## src/rtl/accel_muldiv.sv

```systemverilog
// ============================================================================
// Module   : accel_muldiv
// Brief    : Iterative unsigned multiply/divide accelerator on the CPU
//            accelerator port. Define ACCEL_MULDIV_DIV_EN to build the divider.
// Revision : 1.0
// ============================================================================
`default_nettype none

module accel_muldiv #(
    parameter int unsigned ACCEL_ID = 1,
    parameter int unsigned WIDTH    = 16
) (
    input  logic             clk,
    input  logic             rst,
    input  logic [3:0]       accel_id,
    output logic             can_write,
    output logic             can_read,
    input  logic             write_enable,
    input  logic [WIDTH-1:0] write_data,
    input  logic             read_enable,
    output logic [WIDTH-1:0] read_data
);

    localparam int unsigned CNT_W = $clog2(WIDTH + 1);
    localparam logic [3:0]  ID_C  = 4'(ACCEL_ID);
    localparam logic [CNT_W-1:0] LAST_C = CNT_W'(WIDTH - 1);

    typedef enum logic [2:0] {
        S_LOAD_A   = 3'd0,
        S_LOAD_B   = 3'd1,
        S_LOAD_CMD = 3'd2,
        S_BUSY     = 3'd3,
        S_DONE     = 3'd4
    } state_t;

    state_t                 state_q, state_d;
    logic [WIDTH-1:0]       a_q, a_d;
    logic [WIDTH-1:0]       b_q, b_d;
    logic [1:0]             cmd_q, cmd_d;
    logic [CNT_W-1:0]       cnt_q, cnt_d;
    logic [2*WIDTH-1:0]     prod_q, prod_d;
    logic [WIDTH-1:0]       rdata_q, rdata_d;

    logic                   w_id_hit;
    logic [WIDTH:0]         w_mul_sum;
    logic [2*WIDTH-1:0]     w_prod_nxt;
    logic [WIDTH-1:0]       w_res;

    assign w_id_hit = (accel_id == ID_C);

    // Shift-add step: conditionally add A into the upper half, then shift right with carry.
    assign w_mul_sum  = {1'b0, prod_q[2*WIDTH-1:WIDTH]} + (prod_q[0] ? {1'b0, a_q} : '0);
    assign w_prod_nxt = {w_mul_sum, prod_q[WIDTH-1:1]};

`ifdef ACCEL_MULDIV_DIV_EN
    logic [WIDTH-1:0]       rem_q, rem_d;
    logic [WIDTH-1:0]       quo_q, quo_d;
    logic [WIDTH:0]         w_div_shift;
    logic                   w_div_ge;
    logic [WIDTH-1:0]       w_div_diff;
    logic [WIDTH-1:0]       w_rem_nxt;
    logic [WIDTH-1:0]       w_quo_nxt;

    // Restoring step: with B=0 every subtract succeeds, giving all-ones quotient and remainder A.
    assign w_div_shift = {rem_q, quo_q[WIDTH-1]};
    assign w_div_ge    = (w_div_shift >= {1'b0, b_q});
    assign w_div_diff  = w_div_shift[WIDTH-1:0] - b_q;
    assign w_rem_nxt   = w_div_ge ? w_div_diff : w_div_shift[WIDTH-1:0];
    assign w_quo_nxt   = {quo_q[WIDTH-2:0], w_div_ge};
`endif

    always_comb begin
        w_res = '0;
        case (cmd_q)
            2'd0: w_res = w_prod_nxt[WIDTH-1:0];
            2'd1: w_res = w_prod_nxt[2*WIDTH-1:WIDTH];
`ifdef ACCEL_MULDIV_DIV_EN
            2'd2: w_res = w_quo_nxt;
            2'd3: w_res = w_rem_nxt;
`endif
            default: w_res = '0;
        endcase
    end

    always_comb begin
        state_d   = state_q;
        a_d       = a_q;
        b_d       = b_q;
        cmd_d     = cmd_q;
        cnt_d     = cnt_q;
        prod_d    = prod_q;
        rdata_d   = rdata_q;
`ifdef ACCEL_MULDIV_DIV_EN
        rem_d     = rem_q;
        quo_d     = quo_q;
`endif
        can_write = 1'b0;
        can_read  = 1'b0;

        case (state_q)
            S_LOAD_A: begin
                can_write = 1'b1;
                if (write_enable && w_id_hit) begin
                    a_d     = write_data;
                    state_d = S_LOAD_B;
                end
            end
            S_LOAD_B: begin
                can_write = 1'b1;
                if (write_enable && w_id_hit) begin
                    b_d     = write_data;
                    state_d = S_LOAD_CMD;
                end
            end
            S_LOAD_CMD: begin
                can_write = 1'b1;
                if (write_enable && w_id_hit) begin
                    cmd_d   = write_data[1:0];
                    cnt_d   = '0;
                    prod_d  = {{WIDTH{1'b0}}, b_q};
`ifdef ACCEL_MULDIV_DIV_EN
                    rem_d   = '0;
                    quo_d   = a_q;
`endif
                    state_d = S_BUSY;
                end
            end
            S_BUSY: begin
                prod_d = w_prod_nxt;
`ifdef ACCEL_MULDIV_DIV_EN
                rem_d  = w_rem_nxt;
                quo_d  = w_quo_nxt;
`endif
                cnt_d  = cnt_q + 1'b1;
                if (cnt_q == LAST_C) begin
                    rdata_d = w_res;
                    state_d = S_DONE;
                end
            end
            S_DONE: begin
                can_read = 1'b1;
                if (read_enable && w_id_hit) begin
                    state_d = S_LOAD_A;
                end
            end
            default: state_d = S_LOAD_A;
        endcase
    end

    always_ff @(posedge clk) begin
        if (rst) begin
            state_q <= S_LOAD_A;
            a_q     <= '0;
            b_q     <= '0;
            cmd_q   <= '0;
            cnt_q   <= '0;
            prod_q  <= '0;
            rdata_q <= '0;
`ifdef ACCEL_MULDIV_DIV_EN
            rem_q   <= '0;
            quo_q   <= '0;
`endif
        end else begin
            state_q <= state_d;
            a_q     <= a_d;
            b_q     <= b_d;
            cmd_q   <= cmd_d;
            cnt_q   <= cnt_d;
            prod_q  <= prod_d;
            rdata_q <= rdata_d;
`ifdef ACCEL_MULDIV_DIV_EN
            rem_q   <= rem_d;
            quo_q   <= quo_d;
`endif
        end
    end

    assign read_data = rdata_q;

endmodule

`default_nettype wire
```

## config.mk

```make
export PLATFORM = sky130hd
export DESIGN_NAME = accel_muldiv
export DESIGN_NICKNAME = d
export VERILOG_FILES = /design/src/rtl/accel_muldiv.sv
export SDC_FILE = /design/constraint.sdc
export NUM_CORES = 1
export LEC_CHECK = 0
export BUFFER_PORTS_ARGS = -buffer_cell sky130_fd_sc_hd__clkbuf_2
export CORE_MARGIN = 8
export CORE_UTILIZATION = 55
export DETAILED_ROUTE_END_ITERATION = 8
export GPL_TIMING_DRIVEN = 0
export PLACE_DENSITY_LB_ADDON = 0.25
export RECOVER_POWER = 100
export SYNTH_ARGS = -nofsm -noshare
export SYNTH_HDL_FRONTEND = slang
export SYNTH_SLANG_ARGS = --single-unit
```

## constraint.sdc

```tcl
create_clock -name clk -period 3.64 [get_ports clk]
set_input_delay 0.91 -clock clk [delete_from_list [all_inputs] [get_ports clk]]
set_output_delay 0.91 -clock clk [all_outputs]
set_load 0.01 [all_outputs]
```

# Word level (Yosys, flattened, before mapping)
# Index checks and enable logic that the tools add are counted.
dict set report totals {
  regBits 90
  in_bits 24
  output_inout_bits 18
  wordCells 47
}
dict set report op_classes {
  add_sub_neg 2
  eq_ne 12
  n_mux 14
  n_reduce_logical 12
}
# operator count
set op_table {}
lappend op_table {{case mux 32 bit (2 select lines)} 1}
lappend op_table {{2-to-1 mux 32 bit} 1}
lappend op_table {{case mux 16 bit (2 select lines)} 1}
lappend op_table {{adder 16 x 16 -> 17 bit} 1}
lappend op_table {{2-to-1 mux 16 bit} 1}
lappend op_table {{2-to-1 mux 3 bit} 5}
lappend op_table {{case mux 3 bit (5 select lines)} 1}
lappend op_table {{!= test 2 bit (second input constant)} 5}
lappend op_table {{case mux 5 bit (2 select lines)} 1}
lappend op_table {{AND reduction 2 bit} 5}
lappend op_table {{equality test 3 x 2 -> 1 bit (second input constant)} 2}
lappend op_table {{adder 5 x 1 -> 5 bit (second input constant)} 1}
lappend op_table {{equality test 5 x 4 -> 1 bit (second input constant)} 1}
lappend op_table {{2-to-1 mux 5 bit} 1}
lappend op_table {{AND reduction 5 bit} 1}
lappend op_table {{equality test 4 x 1 -> 1 bit (second input constant)} 1}
lappend op_table {{equality test 3 x 1 -> 1 bit (second input constant)} 1}
lappend op_table {{equality test 3 bit (second input constant)} 1}
lappend op_table {{logical NOT 3 bit} 1}
lappend op_table {{OR reduction 3 bit} 1}
lappend op_table {{equality test 2 x 1 -> 1 bit (second input constant)} 1}
lappend op_table {{logical AND 1 bit} 2}
lappend op_table {{logical NOT 2 bit} 1}
lappend op_table {{2-to-1 mux 1 bit} 2}
lappend op_table {{nonzero test 2 bit} 1}

# Logic depth before layout (Yosys ltp)
# Gate-level depths: netlist (run 1).
dict set report depth {
  ltp_word 4
  mapped_depth 9
  depth_no_buf 9
}

# Worst setup path before layout (run 1)
# Ideal clock, no wire load.
dict set report synth_timing {
  path_type {register to register}
  startpoint {reg prod_q[0]}
  endpoint {reg prod_q[29]}
  setup_time_ns 0.117
  t_arrival_ns 2.587
  required_time_ns 3.523
  setup_slack_ns 0.936
  stages_incl_launch_ff 10
  path_buffers 1
  period_less_slack_ns 2.704
  cell_sequence {dfxtp_1 clkbuf_1 and2_1 fa_1 a21o_1 a221oi_2 nor4_2 o211a_1 or3_1 a32o_1}
}
dict set report synth_via {
  elab_chain_cells 3
}
# element line_no
set synth_lines {}
lappend synth_lines {{start, declared} 41} ;# logic [2*WIDTH-1:0] prod_q, prod_d;
lappend synth_lines {{start signal, assigned} 169} ;# prod_q <= prod_d;
lappend synth_lines {{2-to-1 mux 16 bit} 52} ;# assign w_mul_sum = {1'b0, prod_q[2*WIDTH-1:WIDTH]} + (prod_q[0] ? {1'b0, a_q} : '0);
lappend synth_lines {{adder 16 x 16 -> 17 bit} 52}
lappend synth_lines {{case mux 32 bit (2 select lines)} 100} ;# case (state_q)
# Every way passes these cells.
# A chain may end at the register's enable or synchronous reset.

# Worst setup path in the final report (run 1)
# Ends and elaborated chain as after synthesis.

==> results of run 1 <==
[flip-flops by register name, indices dropped and copies added (netlist names)]
signal	cells
b_q	16
a_q	16
cnt_q	5
read_data	16
state_q	3
cmd_q	2
prod_q	32
[worst register-to-register path: stages (launching register included)]
cell,delay [ps]
dfxtp_1,500
clkbuf_1,400
and2_0,280
ha_1,330
a21o_1,220
a221oi_2,470
nor4_1,190
o211a_1,300
or3_1,360
a32o_1,260
[area by class of cell]
| class | count | share of cell area |
|---|---|---|
| buffer | 36 | 0.0274 |
| tap | 105 | 0.0263 |
| clock buffer | 13 | 0.0339 |
| sequential | 90 | 0.361 |
| multi-input combinational | 399 | 0.501 |
| inverter | 6 | 0.00452 |
| clock inverter | 3 | 0.00928 |
| timing repair buffer | 41 | 0.0364 |
[cells by family after synthesis]
| kind of cell | count (synthesis) | synth area share |
|---|---|---|
| DFF | 90 | 0.403 |
| and+or+nand+nor | 200 | 0.207 |
| buffers and inverters | 42 | 0.0366 |
| xor gates and xnor gates | 11 | 0.0215 |
| adders and majority gates | 19 | 0.0548 |
| AOI/OAI and AO/OA | 126 | 0.182 |
| muxes | 43 | 0.0962 |
[routing by layer]
| metal | GRT usage | up-vias |
|---|---|---|
| met1 | 0.277 | 1928 |
| met3 | 0.0363 | 15 |
| met4 | 0.0874 | 0 |
| met2 | 0.320 | 135 |
| met5 | 0 | - |
| li1 | - | 1989 |
[stage by stage]
step / std cells / cell area [µm²] / util / setup slack, ps
global placement: 677 / 4810 / 0.598 / 382
floorplan: 531 / 4480 / - / 936
CTS: 693 / 5030 / 0.624 / 338
finish: 693 / 4990 / 0.619 / 235
detailed placement: 677 / 4810 / 0.598 / 347
global route: 693 / 4990 / 0.619 / 127
[where the power goes]
| part | total, mW | switching, mW | internal [mW] |
|---|---|---|---|
| Sequential | 0.988 | 0.00146 | 0.986 |
| Clock | 0.735 | 0.360 | 0.376 |
| Combinational | 0.0490 | 0.0323 | 0.0167 |
[cells in the final DEF (no fill, tap or decap), types with 5 or more instances in the layout]
master	netlist	final
dfxtp_1	90	90
nor2_1	69	69
nand2_1	61	61
clkbuf_1	28	53
a21oi_1	52	52
mux2i_1	43	43
clkbuf_2	1	23
a211oi_1	20	20
ha_1	18	18
and2_1	18	13
nand3_1	12	12
o21ai_0	7	12
clkbuf_8	0	12
nor3_1	11	11
xnor2_1	8	8
a22o_1	7	7
inv_1	6	6
and2_0	0	5
[final timing paths]
kind                                to  slack, ps  depth (start not counted)
max            prod_q[29]$_SDFFE_PP0P_        240                          9
min          read_data[5]$_SDFFE_PP0P_        460                          2
max reg2reg    prod_q[29]$_SDFFE_PP0P_        240                          9
min reg2reg  read_data[5]$_SDFFE_PP0P_        460                          2
==> impl_metrics.ini, run 1 <==
[run_status]
outcome = completed

[setup_path]
max_stage_delay_ps = 500
crit_fanout = 10
cp_top_family = compound AO/OA/AOI/OAI gates
start_kind = register
cp.buffers_inverters = 1
cp_cell_sequence = clkbuf_1 -> and2_0 -> ha_1 -> a21o_1 -> a221oi_2 -> nor4_1 -> o211a_1 -> or3_1 -> a32o_1
endpoint_kind = register
startpoint = prod_q[0]$_SDFFE_PP0P_
cp_slowest_cell = dfxtp_1
path_class = reg2reg
required_ps = 3900
worstReg2RegStart = prod_q[0]$_SDFFE_PP0P_
arrival_ps = 3660

[place]
place_congestion = 0.881
dp_hpwl_um = 8730
numPortBuffers = 41

[route]
highest_layer = met4
wire_per_inst_um = 16.9
drc_errors = 0
met3_length_um = 746
drt-initial-drc-count = 209
drt-met1-wl_um = 5420
avgViaCountPerCell = 5.87
wl_met2_um = 5350
num_vias = 4067
finalWirelength_um = 11700
ant_nets = 0
firstDrtPassIters = 5

[global_route]
grt_util_all_layers = 0.206
antenna_found_initial = 0
grt_max_degree = 15
grt_pass1_wl_um = 18900
grt_pass1_vias = 3851
overflow = 0

[clock_network]
path_clk_slew_ps = 100
cts_buffers = 9
clock-root-buffer = clkbuf_8
cts.sink_count = 90
post_cts_buffers = 0
cts_hold_buf = 0
clockBufferDepth = 2
insertion_delay_ps = 360
htree_num_levels = 3
cts_tree = built
cts_resized = 0

[timing]
finalSetupTns_ps = 0
layout_min_cycle_time_ps = 3400
setup_viol = 0
period_share = 0.935
skew_ps = 14.8
hold_viol = 0
relSlewSlack = 0.443
rsz0062_at_grt = no
fmax_ghz = 0.294
final_max_slew_viol_count = 0
hold_ws_ps = 456
max_slew.worst_pin.slew_ps = 829

[synth]
synth.top_cell.area_share = 0.403
yosysMostFrequentCell = dfxtp_1
yosys.area.top_type = dfxtp_1
ys.flop_type = dfxtp_1
ys_ff_latch = 90
synth_warnings = 0
yosysSeqAreaShare = 0.403
synthesis.area_um2 = 4480
avgSynthCellArea_um2 = 8.43
synth_nets = 574
synth.top_cells.by_count = dfxtp_1, nor2_1, nand2_1
synth-edff-count = 0
synth.area.top_cells = dfxtp_1, mux2i_1, a21oi_1, nor2_1, nand2_1
async_flop_share = 0
syn_inst = 531
ys_types = 54

[floorplan]
die_w_um = 106
dieArea_um2 = 11300
core_area_um2 = 8050
rows = 33
ios = 42
die_h_um = 106
start_util = 0.556

[final_layout]
layout-drive-gt1-share = 0.0697
fin_nets = 626
antenna_cells = 0
multiInputGateArea_um2 = 2500
ff_latch_area_um2 = 1800
nFillCells = 712
syn2layout_area_growth_pct = 11.4

[power]
power_mw = 1.77
leakage_nw = 2.11
p_per_area_nw_per_um2 = 355
max-vdd-ir-drop_mv = 0.215

[worst_hold_path]
hold_class = reg2reg
min_from = read_data[5]$_SDFFE_PP0P_

[run]
max_cap_violations = 0
Note: power is estimated with default switching activity, not from simulation.
==> inputs of run 2 (changes only) <==
Settings changed: CORE_ASPECT_RATIO from default to 0.5.
==> run 2 against run 1 <==
Compared with the run above: die area increased by 1.6%; design area increased by 1.9%; register-to-register slack improved by 80 ps; utilization increased by 2.0 points; non-clock buffer count unchanged; critical path depth unchanged; clock power increased by 24%; final cell count increased by 1.0%; critical path type unchanged; critical endpoint unchanged.
==> impl_metrics.ini, run 2 (synthesis results as in run 1) <==
[clock_network]
htree_num_levels = 3
post_cts_buffers = 0
cts_hold_buf = 0
cts_tree = built
path_clk_slew_ps = 60
cts_resized = 0
cts.sink_count = 90
insertion_delay_ps = 350
clockBufferDepth = 2
cts_buffers = 9
clock-root-buffer = clkbuf_16

[place]
place_congestion = 0.867
dpl.cell_count = 684
place_ws_ps = 410
dp_hpwl_um = 8730
numPortBuffers = 41

[global_route]
grt_max_degree = 15
overflow = 0
grt_pass1_vias = 3851
antenna_found_initial = 0
grt_pass1_wl_um = 19500
grt_util_all_layers = 0.220

[route]
drt-initial-drc-count = 339
firstDrtPassIters = 5
avgViaCountPerCell = 5.86
ant_nets = 0
num_vias = 4104
wire_per_inst_um = 17.2
finalWirelength_um = 12000
drc_errors = 0

[floorplan]
rows = 23
ios = 42
start_util = 0.563
die_h_um = 79.8
core_area_um2 = 7940
dieArea_um2 = 11500
die_w_um = 144

[timing]
final_max_slew_viol_count = 0
fin_ws_ps = 319
setup_viol = 0
layout_min_cycle_time_ps = 3320
skew_ps = 6.20
hold_viol = 0
max_slew.worst_pin.slew_ps = 1000
rsz0062_at_grt = no
relSlewSlack = 0.327
fmax_ghz = 0.301
finalSetupTns_ps = 0
period_share = 0.912

[power]
pwr-share-comb = 0.027
p_per_area_nw_per_um2 = 384
leakage_nw = 2.16
p_int_mw = 1.52
clkPwrFrac = 0.466
netSwitchingPower_uw = 425
seqPwrFrac = 0.507
max-vdd-ir-drop_mv = 0.239
switching_share = 0.218

[final_layout]
fin_nets = 626
layout-drive-gt1-share = 0.0714
largest_reg_flops = 32
fin_cells = 700
nFillCells = 737
regMostFlops = prod_q
layout_common_cells = dfxtp_1, nor2_1, nand2_1
syn2layout_area_growth_pct = 13.5
multiInputGateArea_um2 = 2500
antenna_cells = 0
final_common_cell = dfxtp_1
ff_latch_area_um2 = 1800

[run]
max_cap_violations = 0

[setup_path]
arrival_ps = 3560
required_ps = 3870
crit_fanout = 10
endpoint_kind = register
path_class = reg2reg
start_kind = register

[worst_hold_path]
hold_class = reg2reg

[run_status]
outcome = completed
-- run 2: layer usage --
metal,vias to the layer above,share of wire,global-route usage
met5,-,0,0
met4,0,0.011,0.0687
met3,12,0.074,0.0609
met2,146,0.44,0.347
met1,1960,0.47,0.288
li1,1986,-,-
-- run 2: power groups by stage --
stage          registers, mW  logic, mW  clock network [mW]
4_1_cts                0.989     0.0521               0.916
3_5_place_dp            1.01     0.0519                   0
2_1_floorplan           1.01     0.0240                   0
3_3_place_gp            1.01     0.0518                   0
5_1_grt                0.988     0.0563               0.958
6_report               0.989     0.0521               0.909
-- run 2: stage by stage --
| step | util | total power, mW | hold slack (ps) | area (µm²) |
|---|---|---|---|---|
| after floorplan | - | 1.03 | 432 | 4480 |
| after global placement | 0.607 | 1.06 | 434 | 4820 |
| after detailed placement | 0.607 | 1.06 | 442 | 4820 |
| after CTS | 0.644 | 1.96 | 451 | 5110 |
| after global routing | 0.639 | 2.00 | 479 | 5080 |
| final | 0.639 | 1.95 | 452 | 5080 |
-- run 2: worst max-delay path, cell delays in order, from the launching register on --
cell	delay, ps
dfxtp_1	500
clkbuf_1	410
and2_0	210
ha_1	300
a21o_1	220
a221oi_2	500
nor4_2	160
o211a_1	290
or3_1	350
a32o_1	260
-- run 2: cell type report --
class                           count  area share
Multi-Input combinational cell    399       0.493
Inverter                            6     0.00443
Tap cell                          112      0.0276
Clock buffer                       13      0.0532
Sequential cell                    90       0.355
Buffer                             36      0.0269
Clock inverter                      3     0.00443
Timing Repair Buffer               41      0.0357
-- run 2: final timing paths --
check	slack, ps	end	startpoint	depth (start not counted)
min reg2reg	450	read_data[5]$_SDFFE_PP0P_	read_data[5]$_SDFFE_PP0P_	2
max	320	prod_q[29]$_SDFFE_PP0P_	prod_q[0]$_SDFFE_PP0P_	9
min	450	read_data[5]$_SDFFE_PP0P_	read_data[5]$_SDFFE_PP0P_	2
max reg2reg	320	prod_q[29]$_SDFFE_PP0P_	prod_q[0]$_SDFFE_PP0P_	9
